[src/rtl/imem_port_arbiter_if.sv]
// ---------------------------------------------------------------------------
// imem_port_arbiter_if
// Bundles the CPU fetch, debug/loader and instruction-memory signals that
// meet at the instruction-memory arbiter.
//   master : the environment (fetch stage, debug loader and memory together).
//            It drives the requests and mem_rdata, and it observes the grants,
//            the responses and the memory command.
//   slave  : the arbiter itself.
// Parameters: AW word-address width, DW data width.
// ---------------------------------------------------------------------------
interface imem_port_arbiter_if #(
   parameter int AW = 30,
   parameter int DW = 32
);
   // CPU fetch port
   logic          cpu_req_valid;
   logic [AW-1:0] cpu_addr;
   logic          cpu_stall;
   logic          cpu_rvalid;
   logic [DW-1:0] cpu_rdata;
   // Debug / loader port
   logic          dbg_req_valid;
   logic          dbg_we;
   logic [AW-1:0] dbg_addr;
   logic [DW-1:0] dbg_wdata;
   logic          dbg_req_ready;
   logic          dbg_rvalid;
   logic [DW-1:0] dbg_rdata;
   // Instruction memory port
   logic          mem_en;
   logic          mem_we;
   logic [AW-1:0] mem_addr;
   logic [DW-1:0] mem_wdata;
   logic [DW-1:0] mem_rdata;

   modport master (
      output cpu_req_valid, cpu_addr,
      input  cpu_stall, cpu_rvalid, cpu_rdata,
      output dbg_req_valid, dbg_we, dbg_addr, dbg_wdata,
      input  dbg_req_ready, dbg_rvalid, dbg_rdata,
      input  mem_en, mem_we, mem_addr, mem_wdata,
      output mem_rdata
   );

   modport slave (
      input  cpu_req_valid, cpu_addr,
      output cpu_stall, cpu_rvalid, cpu_rdata,
      input  dbg_req_valid, dbg_we, dbg_addr, dbg_wdata,
      output dbg_req_ready, dbg_rvalid, dbg_rdata,
      output mem_en, mem_we, mem_addr, mem_wdata,
      input  mem_rdata
   );
endinterface

[src/rtl/imem_port_arbiter.sv]
// ---------------------------------------------------------------------------
// imem_port_arbiter
// Shares a single-port, synchronous-read instruction memory between the CPU
// fetch stage and a debug/loader port. The CPU normally wins. A saturating
// starvation counter forces a pending debug request through after it has
// lost STARVE_MAX consecutive cycles. Read data goes back to the requester
// that issued the access one cycle earlier. The CPU keeps seeing its last
// fetched instruction while it is stalled.
// Ports:
//   clk    : single clock, every state update on posedge
//   rst_n  : synchronous active-low reset. While it is low, no grant is given.
//   bus    : imem_port_arbiter_if.slave, which carries the CPU, debug and
//            memory signals
// Parameters: AW address width, DW data width, STARVE_MAX (1..255)
// ---------------------------------------------------------------------------
module imem_port_arbiter #(
   parameter int AW         = 30,
   parameter int DW         = 32,
   parameter int STARVE_MAX = 8
) (
   input  logic                clk,
   input  logic                rst_n,
   imem_port_arbiter_if.slave  bus
);

   localparam logic [7:0] STARVE_MAX_C = 8'(STARVE_MAX);

   logic [7:0]    starve_cnt_r;
   logic          cpu_rvalid_r;
   logic          dbg_rvalid_r;
   logic [DW-1:0] cpu_hold_r;
   logic          cpu_grant_s;
   logic          dbg_grant_s;

   // Grant decision: debug wins when the CPU is idle or debug has starved long enough.
   always_comb begin
      dbg_grant_s = 1'b0;
      cpu_grant_s = 1'b0;
      if (!rst_n) begin
         dbg_grant_s = 1'b0;
         cpu_grant_s = 1'b0;
      end else begin
         dbg_grant_s = bus.dbg_req_valid &
                       (~bus.cpu_req_valid | (starve_cnt_r == STARVE_MAX_C));
         cpu_grant_s = bus.cpu_req_valid & ~dbg_grant_s;
      end
   end

   // Memory command mux and requester-facing handshake status.
   always_comb begin
      bus.mem_en        = 1'b0;
      bus.mem_we        = 1'b0;
      bus.mem_addr      = {AW{1'b0}};
      bus.mem_wdata     = bus.dbg_wdata;
      bus.cpu_stall     = bus.cpu_req_valid & ~cpu_grant_s;
      bus.dbg_req_ready = dbg_grant_s;
      if (dbg_grant_s) begin
         bus.mem_en   = 1'b1;
         bus.mem_we   = bus.dbg_we;
         bus.mem_addr = bus.dbg_addr;
      end else if (cpu_grant_s) begin
         bus.mem_en   = 1'b1;
         bus.mem_we   = 1'b0;
         bus.mem_addr = bus.cpu_addr;
      end else begin
         bus.mem_en   = 1'b0;
         bus.mem_we   = 1'b0;
         bus.mem_addr = {AW{1'b0}};
      end
   end

   // Read-data steering. The CPU falls back to the held instruction when no fetch returns this cycle.
   always_comb begin
      bus.cpu_rvalid = cpu_rvalid_r;
      bus.dbg_rvalid = dbg_rvalid_r;
      bus.cpu_rdata  = cpu_hold_r;
      bus.dbg_rdata  = {DW{1'b0}};
      if (cpu_rvalid_r) begin
         bus.cpu_rdata = bus.mem_rdata;
      end else begin
         bus.cpu_rdata = cpu_hold_r;
      end
      if (dbg_rvalid_r) begin
         bus.dbg_rdata = bus.mem_rdata;
      end else begin
         bus.dbg_rdata = {DW{1'b0}};
      end
   end

   // Starvation counter, in-flight response flags and the CPU instruction hold register.
   always_ff @(posedge clk) begin
      if (!rst_n) begin
         starve_cnt_r <= 8'd0;
         cpu_rvalid_r <= 1'b0;
         dbg_rvalid_r <= 1'b0;
         cpu_hold_r   <= {DW{1'b0}};
      end else begin
         // The counter only counts consecutive cycles in which a debug request is pending and loses.
         if (dbg_grant_s || !bus.dbg_req_valid) begin
            starve_cnt_r <= 8'd0;
         end else if (starve_cnt_r != STARVE_MAX_C) begin
            starve_cnt_r <= starve_cnt_r + 8'd1;
         end else begin
            starve_cnt_r <= starve_cnt_r;
         end
         cpu_rvalid_r <= cpu_grant_s;
         // Debug writes complete silently, so only debug reads produce a response.
         dbg_rvalid_r <= dbg_grant_s & ~bus.dbg_we;
         if (cpu_rvalid_r) begin
            cpu_hold_r <= bus.mem_rdata;
         end else begin
            cpu_hold_r <= cpu_hold_r;
         end
      end
   end

endmodule

[src/flat_wrapper.sv]
// flat-port wrapper written by rule: the top's interface ports become plain ports
module imem_port_arbiter_flat 
#(
   parameter int AW         = 30,
   parameter int DW         = 32,
   parameter int STARVE_MAX = 8
)
  (clk, rst_n, bus_cpu_req_valid, bus_cpu_addr, bus_cpu_stall, bus_cpu_rvalid, bus_cpu_rdata, bus_dbg_req_valid, bus_dbg_we, bus_dbg_addr, bus_dbg_wdata, bus_dbg_req_ready, bus_dbg_rvalid, bus_dbg_rdata, bus_mem_en, bus_mem_we, bus_mem_addr, bus_mem_wdata, bus_mem_rdata);
  imem_port_arbiter_if #(.AW(AW), .DW(DW)) bus_i ();
  input  logic clk;
  input  logic rst_n;
  input wire logic [$bits(bus_i.cpu_req_valid)-1:0] bus_cpu_req_valid;
  input wire logic [$bits(bus_i.cpu_addr)-1:0] bus_cpu_addr;
  output wire logic [$bits(bus_i.cpu_stall)-1:0] bus_cpu_stall;
  output wire logic [$bits(bus_i.cpu_rvalid)-1:0] bus_cpu_rvalid;
  output wire logic [$bits(bus_i.cpu_rdata)-1:0] bus_cpu_rdata;
  input wire logic [$bits(bus_i.dbg_req_valid)-1:0] bus_dbg_req_valid;
  input wire logic [$bits(bus_i.dbg_we)-1:0] bus_dbg_we;
  input wire logic [$bits(bus_i.dbg_addr)-1:0] bus_dbg_addr;
  input wire logic [$bits(bus_i.dbg_wdata)-1:0] bus_dbg_wdata;
  output wire logic [$bits(bus_i.dbg_req_ready)-1:0] bus_dbg_req_ready;
  output wire logic [$bits(bus_i.dbg_rvalid)-1:0] bus_dbg_rvalid;
  output wire logic [$bits(bus_i.dbg_rdata)-1:0] bus_dbg_rdata;
  output wire logic [$bits(bus_i.mem_en)-1:0] bus_mem_en;
  output wire logic [$bits(bus_i.mem_we)-1:0] bus_mem_we;
  output wire logic [$bits(bus_i.mem_addr)-1:0] bus_mem_addr;
  output wire logic [$bits(bus_i.mem_wdata)-1:0] bus_mem_wdata;
  input wire logic [$bits(bus_i.mem_rdata)-1:0] bus_mem_rdata;
  assign bus_i.cpu_req_valid = bus_cpu_req_valid;
  assign bus_i.cpu_addr = bus_cpu_addr;
  assign bus_cpu_stall = bus_i.cpu_stall;
  assign bus_cpu_rvalid = bus_i.cpu_rvalid;
  assign bus_cpu_rdata = bus_i.cpu_rdata;
  assign bus_i.dbg_req_valid = bus_dbg_req_valid;
  assign bus_i.dbg_we = bus_dbg_we;
  assign bus_i.dbg_addr = bus_dbg_addr;
  assign bus_i.dbg_wdata = bus_dbg_wdata;
  assign bus_dbg_req_ready = bus_i.dbg_req_ready;
  assign bus_dbg_rvalid = bus_i.dbg_rvalid;
  assign bus_dbg_rdata = bus_i.dbg_rdata;
  assign bus_mem_en = bus_i.mem_en;
  assign bus_mem_we = bus_i.mem_we;
  assign bus_mem_addr = bus_i.mem_addr;
  assign bus_mem_wdata = bus_i.mem_wdata;
  assign bus_i.mem_rdata = bus_mem_rdata;
  imem_port_arbiter #(.AW(AW), .DW(DW), .STARVE_MAX(STARVE_MAX)) u_core (.clk(clk), .rst_n(rst_n), .bus(bus_i));
endmodule
[config.mk]
export PLATFORM = sky130hd
export DESIGN_NAME = imem_port_arbiter_flat
export DESIGN_NICKNAME = d
export VERILOG_FILES = /design/src/rtl/imem_port_arbiter_if.sv /design/src/rtl/imem_port_arbiter.sv /design/src/flat_wrapper.sv
export SDC_FILE = /design/constraint.sdc
export NUM_CORES = 1
export LEC_CHECK = 0
export CAP_MARGIN = 20
export CORE_AREA = 2 2 102 104
export DETAILED_ROUTE_END_ITERATION = 6
export DIE_AREA = 0 0 104 106
export PLACE_DENSITY = 0.73
export REMOVE_ABC_BUFFERS = 1
export SLEW_MARGIN = 5
export SYNTH_ARGS = -nofsm -noshare
export SYNTH_HDL_FRONTEND = slang
export SYNTH_SLANG_ARGS = --single-unit
export TNS_END_PERCENT = 30
[constraint.sdc]
create_clock -name clk -period 2.3 [get_ports clk]
set_clock_uncertainty 0.2 [all_clocks]
set_input_delay 0.23 -clock clk [delete_from_list [all_inputs] [get_ports clk]]
set_output_delay 0.23 -clock clk [all_outputs]
set_load 0.02 [all_outputs]
; ---- Word level (Yosys, flattened, before mapping)
; Index checks and enable logic that the tools add are counted.
[totals]
output_inout_bits = 132
regBits = 42
elab_cells = 29
input_bits = 129
[op_classes]
n_mux = 9
reduce_logical = 3
add_sub_neg = 1
n_bitwise = 10
n_eq_ne = 2
[op_table]
columns = cell, count
row1 = 32-bit 2-to-1 mux, 2
row2 = 30-bit 2-to-1 mux, 2
row3 = 8-bit by 1-bit adder with 8-bit output (second input constant), 1
row4 = 8-bit by 4-bit == test with 1-bit output (second input constant), 1
row5 = 8-bit by 4-bit != test with 1-bit output (second input constant), 1
row6 = 1-bit 2-to-1 mux, 5
row7 = 1-bit inverter, 5
row8 = 1-bit bitwise AND, 4
row9 = 2-bit OR reduction, 1
row10 = 1-bit logical NOT, 1
row11 = 1-bit logical OR, 1
row12 = 1-bit OR, 1

; ---- Longest topological paths before layout
; Gate-level depths: netlist (run 1).
[depth]
ltp_word = 8
ltp_mapped = 6
depth_no_buf = 5

; ---- Worst setup path before layout (run 1)
; No wires, ideal clock.
[synth_timing]
path_type = reg2out
start = register u_core.starve_cnt_r[2]
end = output port bus_mem_addr[10]
slack_ns = 0.187
path_stages_with_launch = 5
t_required_ns = 1.870
arrival_ns = 1.683
n_path_buf = 1
path_cell_list = dfxtp_1 -> or4_4 -> o31ai_4 -> buf_6 -> a32o_1
[synth_between]
elab_chain_len = 8
word_cells_on_any_way = 9
cone_classes = 1 x eq/ne / 4 x mux / 4 x bitwise
[synth_rtl]
columns = item, line_no
row1 = start: declaration, imem_port_arbiter.sv:28  ; logic [7:0] starve_cnt_r;
row2 = start signal: assignment, imem_port_arbiter.sv:102  ; starve_cnt_r <= starve_cnt_r + 8'd1;
row3 = start signal: assignment, imem_port_arbiter.sv:104  ; starve_cnt_r <= starve_cnt_r;
row4 = 8-bit by 4-bit == test with 1-bit output (*), imem_port_arbiter.sv:44  ; (~bus.cpu_req_valid | (starve_cnt_r == STARVE_MAX_C));
row5 = 1-bit OR (*), imem_port_arbiter.sv:44
row6 = 1-bit bitwise AND (*), imem_port_arbiter.sv:43  ; dbg_grant_s = bus.dbg_req_valid &
row7 = 1-bit inverter, imem_port_arbiter.sv:45  ; cpu_grant_s = bus.cpu_req_valid & ~dbg_grant_s;
row8 = 1-bit bitwise AND, imem_port_arbiter.sv:45
row9 = 1-bit 2-to-1 mux, imem_port_arbiter.sv:39  ; if (!rst_n) begin
row10 = 30-bit 2-to-1 mux, imem_port_arbiter.sv:61  ; end else if (cpu_grant_s) begin
row11 = 30-bit 2-to-1 mux (*), imem_port_arbiter.sv:57  ; if (dbg_grant_s) begin
row12 = end: declaration, flat_wrapper.sv:26  ; output wire logic [$bits(bus_i.mem_addr)-1:0] bus_mem_addr;
; Mark *: on every way between the ends. The rest lies on a longest branch, timed or not.

; ---- Worst setup path after layout (run 1)
[layout_timing]
start = register u_core.starve_cnt_r[5]
end = output port bus_mem_addr[0]
; The elaborated chain is that of the path after synthesis.

==> summary.txt, run 1 <==
Detailed routing
  • Via density: 4.55
  • Drc violations: 0
  • Vias: 2597
  • DRT iter0 DRCs: 80
  • Post-detailed-route count of antenna-violating nets: 0
  • Detailed Routing Iterations Pass 1: 4
  • WL/cell: 16.6 um
  • Drt total wl: around 9500 um

Outcome
  • Violated checks: setup timing
  • Outcome: finished with violations

Floorplan
  • Die height: 106 um
  • Die footprint: about 0.011 sq mm
  • Ports: 261
  • Starting Density: roughly 25%
  • Die width: about 100 um
  • Count of standard-cell rows: 37
  • Core area: 0.0100 sq mm

Layout
  • Fillers: roughly 990
  • Post-layout net count: approximately 570
  • Core Util, Final: 46.7%
  • Final Cell Area: approximately 0.0047 sq mm
  • FF+latch area: 843 sq um
  • Area growth, synth to finish: 85.3%
  • Fraction of layout cells with a size suffix above 1: 27.4%
  • Multi-input gate area: 0.00135 sq mm
  • N_diodes: 0

Power
  • Pleak: 2.06 nW
  • VDD IR max: 0.213 mV
  • PD cells: 402 mW/mm^2

STA
  • Final Worst Setup Slack: -0.162 ns
  • Setup-failing EPs final: 32
  • Worst slew pin tran: 0.279 ns
  • Normalized max-slew margin: 81.4%
  • Period utilisation layout: 107%
  • Period minus WS final: 2.46 ns
  • Slew Viols, Final: 0
  • RSZ-0062 raised after global routing: true
  • Max Freq: 406 MHz
  • Final hold violation count: 0

Setup path
  • Type of element launching the critical path: register
  • CP endpoint kind: primary output
  • CP Max Fanout: 13
  • CP Class: reg2out
  • CP Data Required Time: 1.87 ns
  • Crit path DAT: 2.03 ns

Placed design
  • Dpl cell area: 0.00451 sq mm
  • GP Congestion: 0.770
  • IO Port Bufs: around 200
  • DP Wirelength: around 7400 um

Logic synthesis
  • Number of enable flip-flop cells after synthesis: 0
  • Gate Count Post-Synth: 262
  • Seq/Total Area, Yosys: 33.3%
  • FF+latch count, synth: 42
  • Mapped cell area: 0.00252 sq mm
  • Ys flop type: dfxtp_1
  • Asr flop ratio synth: 0%
  • Cell variety after synth: 29
  • Ys Warns: 0
  • Syn_area_per_cell: 9.62 sq um

Clock tree
  • CTS tree: yes
  • Clock tree sinks: 42
  • H-Tree Depth: 2
  • CTS clk-pin slew, worst paths: 0.07 ns
  • Root Driver: clkbuf_8
  • Worst-Skew Late Latency: about 0.28 ns
  • Clock Path Buffers: 2
  • CTS buffer count: 5

Min path
  • Tightest Hold Check Type: in2out

Flow run
  • Max-Cap Viols: 0

Global routing
  • Total GRT Usage: 16.2%
  • First-pass GRT wire length: 14100 um
  • Initial antenna violation count: 0
  • Total gr overflow: 0
  • Vias in the first global route: 2646
  • Pin count of the biggest net entering global routing: 34
[layout make-up]
cell class | count | area share, %
clock buffer | 5 | 1.47
inverter | 3 | 0.241
timing repair buffer | 219 | 47.5
sequential | 42 | 18.1
multi-input combinational | 164 | 28.9
tap | 136 | 3.64
clock inverter | 2 | 0.214
[where the power goes]
part           internal [W]  switching (W)  total [W]
Combinational      0.000397       0.000280   0.000677
Sequential         0.000756     0.00000676   0.000763
Clock              0.000204       0.000235   0.000438
Total               0.00136       0.000521    0.00188
[kinds of logic (layout without fill, tap and decap cells)]
kind of cell / Yosys count / count (layout) / synth area share, %
adders and majority gates: 2 / 2 / 0.992
and+or+nand+nor: 87 / 87 / 21.0
xor gates and xnor gates: 3 / 3 / 1.04
DFF: 42 / 42 / 33.4
AOI/OAI and AO/OA: 40 / 40 / 15.1
muxes: 32 / 32 / 14.3
buffers and inverters: 56 / 229 / 14.1
[cell usage after synthesis, types with 3 or more instances]
cell type / number / area, sq um
mux2_2: 32 / 360
buf_4: 32 / 240
inv_1: 3 / 11.3
nor2_1: 5 / 18.8
dfxtp_1: 42 / 841
nand2_1: 3 / 11.3
buf_6: 3 / 33.8
buf_1: 3 / 11.3
or3_1: 3 / 18.8
nand3_1: 3 / 15.0
and2_1: 66 / 413
o21ai_0: 3 / 15.0
buf_2: 3 / 15.0
a21oi_1: 3 / 15.0
clkbuf_1: 12 / 45.0
a32o_1: 30 / 300
[registers in the layout (all words and copies together), names as in the netlist]
name	count
u_core.bus.dbg_rvalid	1
u_core.starve_cnt_r	8
u_core.bus.cpu_rvalid	1
u_core.cpu_hold_r	32
[timing repair]
action                     CTS  global route
gates cloned                 1             0
gates resized for setup    184            30
hold buffers                 0             0
setup endpoints to repair   33            42
setup buffers                3             0
pin swaps                    5             2
[metrics by stage]
| step | hold slack (ns) | total power [W] | TNS [ns] | cells | worst slack, ns |
|---|---|---|---|---|---|
| finish | 0.260 | 0.00188 | -4.17 | 571 | -0.162 |
| global route | 0.260 | 0.00199 | -6.88 | 571 | -0.250 |
| CTS | 0.260 | 0.00191 | -3.80 | 571 | -0.136 |
| detailed placement | 0.260 | 0.00145 | -9.62 | 561 | -0.326 |
| global placement | 0.260 | 0.00144 | -8.24 | 561 | -0.298 |
| floorplan | 0.152 | 0.00104 | -4.61 | 209 | -0.146 |
[worst max-delay path, cell delays in order (launching register included)]
cell and delay [ns]:
dfxtp_2 0.33, or4_4 0.56, o31ai_4 0.24, buf_6 0.17, buf_12 0.13, a32o_1 0.18, buf_4 0.14
[path summary, 6_finish.rpt]
path,cells past startpoint,endpoint,from,slack (ns)
worst max register to register,5,u_core.bus.dbg_rvalid,u_core.starve_cnt_r[5],0.47
worst min register to register,2,u_core.starve_cnt_r[0],u_core.starve_cnt_r[0],0.32
worst max-delay path,6,bus_mem_addr[0],u_core.starve_cnt_r[5],-0.16
worst min-delay path,0,bus_mem_wdata[16],bus_dbg_wdata[16],0.26
[per-layer routing]
layer / vias to the layer above / routed length [um] / global-route usage (%)
li1: 1236 / - / -
met1: 1199 / 3900 / 19.2
met4: 0 / 37 / 2.41
met3: 5 / 1260 / 10.6
met5: - / 0 / 0.952
met2: 157 / 4280 / 24.9
[placed cells by master (no fill, tap or decap)]
cell,netlist,final
a21oi_1,3,3
a32o_1,30,12
a32o_2,0,18
and2_1,66,66
and3_1,2,2
and3b_1,1,1
buf_12,0,4
buf_16,0,1
buf_2,3,5
buf_4,32,23
buf_6,3,23
clkbuf_8,0,5
clkdlybuf4s50_1,0,154
clkinv_2,0,2
dfxtp_1,42,40
dfxtp_2,0,2
dlymetal6s2s_1,0,9
ha_1,2,2
inv_1,3,3
mux2_2,32,32
nand2_1,3,3
nand3_1,3,3
nand4_1,1,1
nand4b_1,1,1
nor2_1,5,5
nor2b_2,0,1
o211a_1,1,1
o21a_1,1,1
o21ai_0,3,3
o31ai_2,1,1
o31ai_4,1,1
or3_1,3,3
or4_4,1,1
xnor2_1,1,1
xor2_1,2,2
Note: power is estimated with default switching activity, not from simulation.
==> run 2: changes to the inputs <==
--- a/config.mk
+++ b/config.mk
@@ -11,6 +11,8 @@
 export DIE_AREA = 0 0 104 106
 export PLACE_DENSITY = 0.73
 export REMOVE_ABC_BUFFERS = 1
+export SKIP_CTS_REPAIR_TIMING = 1
+export SKIP_LAST_GASP = 1
 export SLEW_MARGIN = 5
 export SYNTH_ARGS = -nofsm -noshare
 export SYNTH_HDL_FRONTEND = slang
==> run 2 against run 1 <==
  * The flow still finishes with violations (setup timing)
  * Sequential cell count unchanged
  * Worst hold slack unchanged
  * Global-route usage decreased by 0.52 points
  * Worst setup slack improved by 0.015 ns
  * Largest power group unchanged
  * Critical endpoint is now bus_mem_addr[26]
==> summary.txt, run 2 (synthesis results as in run 1) <==
Global routing
  • Total gr overflow: 0 (unchanged)
  • GR peak layer: met2
  • First-pass GRT wire length: 13700 um (-3.1%)
  • Vias in the first global route: 2569 (-2.9%)
  • Pin count of the biggest net entering global routing: 34 (unchanged)
  • Total GRT Usage: 15.7% (-0.52 points)
  • M3 GR Usage: 10.4% (-0.25 points)
  • Initial antenna violation count: 0 (unchanged)
  • GRT met1 Usage: 18.8% (-0.34 points)
  • Met2 usage: 23.7% (-1.2 points)

Setup path
  • Type of element launching the critical path: register
  • Critical Path Source: u_core.starve_cnt_r[7]
  • CP endpoint kind: primary output
  • CP Data Required Time: 1.87 ns (about the same)
  • Crit path cell chain: or4_4 -> o31ai_4 -> buf_6 -> buf_12 -> a32o_2 -> buf_6
  • Crit Reg-Reg Startpoint: u_core.starve_cnt_r[7]
  • CP most frequent cell: buf_6
  • Crit path DAT: 2.02 ns (about the same)
  • CP Max Fanout: 7 (-6)
  • CP peak stage delay: 0.57 ns (about the same)
  • CP Class: reg2out
  • Slowest-stage cell, CP: or4_4

Placed design
  • IO Port Bufs: 196 (unchanged)
  • Dpl cell area: 0.00451 sq mm (unchanged)
  • DP Wirelength: 7430 um (unchanged)
  • Pre-CTS setup slack: -0.326 ns (unchanged)
  • GP Congestion: 0.770 (unchanged)

Clock tree
  • H-Tree Depth: 2 (unchanged)
  • Root Driver: clkbuf_8
  • Clock tree sinks: 42 (unchanged)
  • Clock Path Buffers: 2 (unchanged)
  • CTS tree: yes
  • CTS buffer count: 5 (unchanged)
  • CTS clk-pin slew, worst paths: 0.08 ns (about the same)
  • Worst-Skew Late Latency: 0.28 ns (about the same)

Layout
  • Largest register by flop count: u_core.cpu_hold_r
  • Post-layout net count: 567 (+0.18%)
  • Fillers: 974 (-1.5%)
  • N_diodes: 0 (unchanged)
  • Number of flip-flops under the largest register name: 32 (unchanged)
  • Most frequent cells in the layout: 163 x clkdlybuf4s50_1, 66 x and2_1, 41 x dfxtp_1, 32 x mux2_2, 29 x buf_6
  • Fraction of layout cells with a size suffix above 1: 27.3% (-0.063 points)
  • Core Util, Final: 47.1% (+0.39 points)
  • Final Cell Area: 0.00471 sq mm (+0.83%)
  • Commonest non-fill, non-tap cell in the layout: clkdlybuf4s50_1
  • Area growth, synth to finish: 86.8%
  • Top Registers: u_core.cpu_hold_r x32, u_core.starve_cnt_r x8

Floorplan
  • Die footprint: 0.0110 sq mm (unchanged)
  • Ports: 261 (unchanged)
  • Core area: 0.0100 sq mm (unchanged)
  • Count of standard-cell rows: 37 (unchanged)
  • Die width: 104 um (unchanged)
  • Starting Density: 25.2% (unchanged)
  • Die height: 106 um (unchanged)

STA
  • Period utilisation layout: 106% (-0.65 points)
  • Worst Hold Slack: 0.260 ns (unchanged)
  • Setup-failing EPs final: 33 (+3.1%)
  • Worst slew pin tran: 0.270 ns (-0.00933 ns)
  • Period minus WS final: 2.45 ns (-0.0150 ns)
  • Slew Viols, Final: 0 (unchanged)
  • RSZ-0062 raised after global routing: true
  • Final hold violation count: 0 (unchanged)
  • Normalized max-slew margin: 82.0% (+0.60 points)
  • Final Worst Setup Slack: -0.147 ns (+0.0150 ns)
  • Max Freq: 409 MHz (+0.61%)
  • Sum of negative setup slack: -4.45 ns (-0.273 ns)

Detailed routing
  • DRT iter0 DRCs: 88 (+10%)
  • Drc violations: 0 (unchanged)
  • WL/cell: 16.6 um (-0.12%)
  • Detailed Routing Iterations Pass 1: 4 (unchanged)
  • Via density: 4.60 (+1.1%)
  • Vias: 2629 (+1.2%)
  • Post-detailed-route count of antenna-violating nets: 0 (unchanged)
  • Drt total wl: 9480 um (about the same)

Outcome
  • Outcome: finished with violations
  • Violated checks: setup timing

Power
  • VDD IR max: 0.214 mV (+0.20%)
  • Pleak: 1.96 nW (-4.7%)
  • PD cells: 402 mW/mm^2 (about the same)

Min path
  • Hold Crit Start: bus_dbg_wdata[16]
  • Tightest Hold Check Type: in2out

Flow run
  • Max-Cap Viols: 0 (unchanged)
==> run 2: changes by cell type in the layout (fill, tap and decap cells not counted), moves of 2 or more <==
cell,change
buf_6,+6
clkbuf_16,+2
clkdlybuf4s50_1,+9
dlymetal6s2s_1,-8
buf_4,-2
buf_2,-5
a32o_2,+2
a32o_1,-2
==> run 2: critical path: cells and delay by family, from the launching register on <==
family / cells / cell delay (ns)
simple gates: 1 / 0.57
flops: 1 / 0.33
compound gates: 2 / 0.43
buf+inv: 3 / 0.41
==> run 2: report_power, final <==
group / internal (W) / switching [W]
Sequential: 0.000756 / 0.00000673
Combinational: 0.000411 / 0.000283
Clock: 0.000204 / 0.000235
==> run 2: worst paths after layout <==
path / endpoint / slack [ns] / depth (start not counted)
max reg2reg: u_core.bus.dbg_rvalid / 0.47 / 5
min reg2reg: u_core.starve_cnt_r[0] / 0.32 / 2
max: bus_mem_addr[26] / -0.15 / 6
min: bus_mem_wdata[16] / 0.26 / 0
==> run 2: final cells by class <==
| cell class | count | area [sq um] | area share [%] |
|---|---|---|---|
| clock buffers | 5 | 68.8 | 1.46 |
| clock inverters | 2 | 10.0 | 0.213 |
| inverters | 3 | 11.3 | 0.239 |
| multi-input cells | 164 | 1350 | 28.6 |
| flip-flops and latches | 42 | 842 | 17.9 |
| well taps | 136 | 170 | 3.61 |
| repair buffers | 220 | 2260 | 48.0 |
==> run 2: stage by stage <==
step / total power, W / instances
final: 0.00189 / 572
after global routing: 0.00201 / 572
after CTS: 0.00190 / 568
after detailed placement: 0.00145 / 561
after global placement: 0.00144 / 561
after floorplan: 0.00104 / 209
==> run 2: metal layers <==
layer  routed length (um)  vias to the layer above
met5                    0                        -
met4                   63                        0
met3                 1230                        9
met2                 4240                      161
met1                 3950                     1217
li1                     -                     1242
==> run 3: changes to the inputs <==
--- a/config.mk
+++ b/config.mk
@@ -9,6 +9,7 @@
 export CORE_AREA = 2 2 102 104
 export DETAILED_ROUTE_END_ITERATION = 6
 export DIE_AREA = 0 0 104 106
+export GPL_ROUTABILITY_DRIVEN = 1
 export PLACE_DENSITY = 0.73
 export REMOVE_ABC_BUFFERS = 1
 export SKIP_CTS_REPAIR_TIMING = 1
==> results of run 3 <==
Same layout as run 2: the final DEF is identical, and so are final timing and power.
